[config.mk]
export PLATFORM = sky130hd
export DESIGN_NAME = mem_arbiter
export DESIGN_NICKNAME = d
export VERILOG_FILES = /design/src/rtl/mem_arbiter.sv
export SDC_FILE = /design/constraint.sdc
export NUM_CORES = 1
export LEC_CHECK = 0
export CAP_MARGIN = 30
export CELL_PAD_IN_SITES_DETAIL_PLACEMENT = 0
export CELL_PAD_IN_SITES_GLOBAL_PLACEMENT = 1
export CORE_MARGIN = 1.5
export CORE_UTILIZATION = 35
export CTS_CLUSTER_SIZE = 8
export DETAILED_ROUTE_END_ITERATION = 16
export PLACE_DENSITY = 0.82
export SLEW_MARGIN = 40
export SYNTH_ARGS = -nofsm -noshare
export SYNTH_HDL_FRONTEND = slang
export SYNTH_SLANG_ARGS = --single-unit
export TNS_END_PERCENT = 20
[constraint.sdc]
create_clock -name clk -period 14.62 [get_ports clk]
set_clock_uncertainty 0.15 [all_clocks]
set_input_delay 2.924 -clock clk [delete_from_list [all_inputs] [get_ports clk]]
set_output_delay 2.924 -clock clk [all_outputs]
set_load 0.01 [all_outputs]
[src/rtl/mem_arbiter.sv]
// mem_arbiter: shares one external memory port between ICache refills and DCache accesses,
// alternating on ties, holding the access for MEM_LATENCY cycles, then pulsing ready.
module mem_arbiter #(
  parameter int MEM_LATENCY = 2
) (
  input  logic        clk,
  input  logic        rst,
  input  logic        i_req,
  input  logic [31:0] i_addr,
  output logic [31:0] i_data,
  output logic        i_ready,
  input  logic        d_req,
  input  logic        d_we,
  input  logic [31:0] d_addr,
  input  logic [31:0] d_wdata,
  output logic [31:0] d_rdata,
  output logic        d_ready,
  output logic [31:0] mem_addr,
  output logic [31:0] mem_wdata,
  output logic        mem_we,
  input  logic [31:0] mem_rdata,
  output logic        mem_busy
);
  typedef enum logic [1:0] {IDLE, BUSY_I, BUSY_D, DONE} state_t;
  state_t state, nextState;
  logic [3:0] cnt;
  logic lastGrant;
  logic grantI, grantD, busy, lastCycle;
  always_comb begin
    grantD = state == IDLE && d_req && (!i_req || !lastGrant);
    grantI = state == IDLE && i_req && !grantD;
    busy = state == BUSY_I || state == BUSY_D;
    lastCycle = cnt == 4'(MEM_LATENCY - 1);
    nextState = grantD ? BUSY_D :
                grantI ? BUSY_I :
                busy && lastCycle ? DONE :
                state == DONE ? IDLE : state;
  end
  always_ff @(posedge clk or posedge rst)
    if (rst) state <= IDLE;
    else state <= nextState;
  // mem_we doubles as the latched load/store flag, since d_we may change once d_req drops
  always_ff @(posedge clk or posedge rst) begin
    if (rst) begin
      cnt <= '0;
      lastGrant <= 1'b0;
      i_ready <= 1'b0;
      d_ready <= 1'b0;
      i_data <= '0;
      d_rdata <= '0;
      mem_addr <= '0;
      mem_wdata <= '0;
      mem_we <= 1'b0;
      mem_busy <= 1'b0;
    end else if (grantI || grantD) begin
      mem_addr <= grantD ? d_addr : i_addr;
      mem_we <= grantD && d_we;
      if (grantD) mem_wdata <= d_wdata;
      if (i_req && d_req) lastGrant <= grantD;
      cnt <= '0;
      mem_busy <= 1'b1;
    end else if (busy) begin
      cnt <= cnt + 4'd1;
      if (lastCycle) begin
        mem_we <= 1'b0;
        if (state == BUSY_I) begin
          i_data <= mem_rdata;
          i_ready <= 1'b1;
        end else begin
          if (!mem_we) d_rdata <= mem_rdata;
          d_ready <= 1'b1;
        end
      end
    end else if (state == DONE) begin
      i_ready <= 1'b0;
      d_ready <= 1'b0;
      mem_busy <= 1'b0;
    end
  end
endmodule

==> summary.txt <==
Setup path
  • Slowest stage cell on the critical path: nor2_4
  • Critical path, cell by cell: clkdlybuf4s50_1 -> buf_4 -> nand2_2 -> nor2_4 -> buf_16 -> mux2_2
  • CP Class: in -> reg
  • Req. time, crit path: 14.76 ns
  • CP Launch Point: d_req
  • Worst flop-to-flop path endpoint: state[1]
  • Critical Path AT: around 5.4 ns
  • Critical Path Start Type: input port
  • R2r setup slk: about 12 ns
  • Crit-path max cell delay: roughly 0.59 ns
  • R2R depth: 6
  • Crit. End Element: register
  • CP Max Fanout: 36
  • Critical Path End: mem_wdata[15]
  • Reg2reg start: state[1]

Pwr
  • Net switching power: just under 700 µW
  • Leakage: approximately 0.0039 µW
  • Int Power: 1456 µW
  • Sw frac: around a third
  • Combinational share of power: a little under half
  • Pwr dens: about 230 mW/mm²
  • Clock network power share: between 20% and 30%
  • Sequential Power Share: 32.3%
  • Peak VDD IR: 0.08809 mV

Global route
  • Initial antenna violation count: 0
  • Global-route wire length before repair: ~26000 µm
  • Largest net degree at the start of global routing: 90
  • Grt total ovfl: 0
  • Vias in the first global route: about 4800
  • Total track usage: 18.74%

Place
  • DP Wirelength: around 12000 µm
  • DP Area: approximately 0.0088 mm²
  • PortBufs: 264
  • Placer Congestion: roughly 0.8

Clock network
  • CTS tree: built
  • Clock Pin Slew Worst Setup and Hold Paths: approximately 0.060 ns
  • Post-CTS setup buffer count: 0
  • Clock latency on the worst-skew pair: 0.41 ns
  • # clock sinks: between 100 and 150
  • Resize count post-CTS: 0
  • H-tree depth: 4
  • Clk buf depth: 2
  • Number of CTS-inserted buffers: 17
  • Hold Buf Count CTS: 0
  • Clk Tree Root Cell: clkbuf_16

Floorplan
  • Die Y: around 130 µm
  • Die Area: between 0.015 and 0.02 mm²
  • CORE AREA: ~0.017 mm²
  • IO Count: roughly 270
  • # rows: 47
  • Starting Density: about 36%
  • Die extent in x: 134.3 µm

Min path
  • Hold WC Path Type: reg -> reg
  • Min-delay src: i_data[10]

Routing
  • ANT nets after route: 0
  • Vias/cell: 5.076
  • Routed WL per cell: ~18 µm
  • DR iter-0 viols: 189
  • Via Count: around 4800
  • DRC Markers: 0
  • Initial DRT Pass Iterations: 4
  • Final WL: between 15000 and 20000 µm

Logic synthesis
  • Syn Inst Count: approximately 460
  • Synth cell types: 35
  • EDFF count, synth: 0
  • Seq/Total Area, Yosys: between 50% and 60%
  • Main area contributors after synthesis: dfrtp_1, mux2_2, mux2_4
  • Area of the mapped netlist: about 0.0060 mm²
  • Syn Area/Cell: between 10 and 15 µm²
  • YS warnings: 0
  • Ys async rst share: between 90% and 100%
  • Synth Register Bits: around 140
  • Predominant post-synthesis flop cell: dfrtp_1
  • Cell type with the highest aggregate area in the netlist: dfrtp_1
  • Yosys top cell area share: ~58%
  • Syn Nets: around 600

Final layout
  • Net count, final: 844
  • # diodes: 0
  • Fill cell count: ~1400
  • Share of cells above drive strength 1: about a fifth
  • Layout area overhead: 57.11%
  • Cell area after layout: between 0.009 and 0.01 mm²

Timing
  • Hold WS: approximately 0.35 ns
  • Setup tns final: 0 ns
  • Final Setup Violations: 0
  • RSZ-0062 raised after global routing: no
  • Final min period: around 5.2 ns
  • Relative slew margins: 54.87%
  • Fmax: roughly 0.19 GHz
  • Final slew viol count: 0
  • Slew at the pin closest to its max-slew limit: approximately 0.68 ns
  • Tcrit/Tclk final: between 30% and 40%
  • Hold Fails Final Rpt: 0

Flow run
  • Maxcap violations: 0

Status
  • Status: finished, final reports clean
==> power by group through the flow <==
stage / combinational (µW) / sequential, µW / clock [µW]
after floorplan: 419 / 762 / 0
after global placement: 960 / 686 / 0
after detailed placement: 985 / 693 / 0
after CTS: 989 / 691 / 484
after global routing: 1050 / 712 / 504
final: 977 / 690 / 473
==> cells by family after synthesis <==
| group | share of synthesized area [%] |
|---|---|
| AO/OA/AOI/OAI | 12.04 |
| XOR/XNOR | 0.5811 |
| adder cells (fa/ha/maj) | 1.453 |
| buffers and inverters | 4.109 |
| flip-flops | 57.69 |
| multiplexers | 19.98 |
| AND/OR/NAND/NOR | 4.150 |
==> synthesized netlist by cell type, types with 2 or more instances <==
master and number:
a31oi_1 33, buf_12 3, buf_2 9, clkbuf_1 27
dfrtp_1 139, ha_1 7, inv_1 7, mux2_1 2
mux2_2 65, mux2_4 30, nand2_1 3, nor2_1 40
nor3_1 2, o2111ai_1 32, o21ai_0 35, xnor2_1 2
xor2_1 2
==> final cells by class <==
| cell class | count | area (µm²) | area share (%) |
|---|---|---|---|
| sequential | 139 | 3478 | 36.72 |
| inverter | 7 | 33.78 | 0.3566 |
| tap | 220 | 275.3 | 2.906 |
| clock inverter | 13 | 215.2 | 2.272 |
| multi-input combinational | 269 | 2323 | 24.53 |
| timing repair buffer | 270 | 2708 | 28.58 |
| clock buffer | 18 | 439.2 | 4.636 |
==> cells in the final DEF, fill, tap and decap left out, types with 2 or more instances in the layout <==
master and instances:
inv_1 4, mux2_2 65, clkinv_2 2, buf_4 5, mux2_1 2, clkdlybuf4s50_1 264
inv_2 2, clkinv_4 4, o21ai_0 35, xnor2_1 2, nor2_1 40, nor3_1 2
ha_1 7, inv_8 2, nand2_1 2, xor2_1 2, clkbuf_16 17, a31oi_1 33
mux2_4 30, o2111ai_1 32, dfrtp_1 139, bufinv_16 5
==> through the flow <==
stage                     std cells  util (%)  power, µW  setup WS [ns]
after floorplan                 456         -       1181          7.821
after CTS                       936     56.71       2164          9.399
final                           936     56.72       2140          9.401
after global placement          904     52.55       1646          8.582
after detailed placement        905     52.79       1679          8.970
after global routing            936     56.72       2268          9.281
==> critical path: cells and delay by family <==
kind / cells / cell delay [ns]
buf+inv: 3 / 1.04
simple gates: 2 / 1.03
mux: 1 / 0.35
==> state kept, by name, indices dropped and copies added (netlist names) <==
signal / flops
d_rdata: 32
i_data: 32
mem_addr: 32
mem_wdata: 32
cnt: 4
state: 2
d_ready: 1
i_ready: 1
lastGrant: 1
mem_busy: 1
mem_we: 1
==> worst min-delay path by stage <==
stage	endpoint	slack (ns)	cells after the start
finish	i_data[10]	0.35	1
global route	i_data[10]	0.36	1
CTS	i_data[10]	0.35	1
detailed placement	i_data[10]	0.33	1
global placement	i_data[10]	0.32	1
floorplan	lastGrant	0.31	1
==> routing by layer <==
layer | track usage [%] | wire, µm | up-vias | share of wire (%)
met5 | 0 | 0 | - | 0
met4 | 6.810 | 257 | 0 | 1.5
met3 | 5.593 | 1436 | 21 | 8.6
met2 | 29.23 | 7707 | 246 | 46
met1 | 24.76 | 7276 | 2298 | 44
li1 | - | - | 2186 | -
Note: power is estimated with default switching activity, not from simulation.
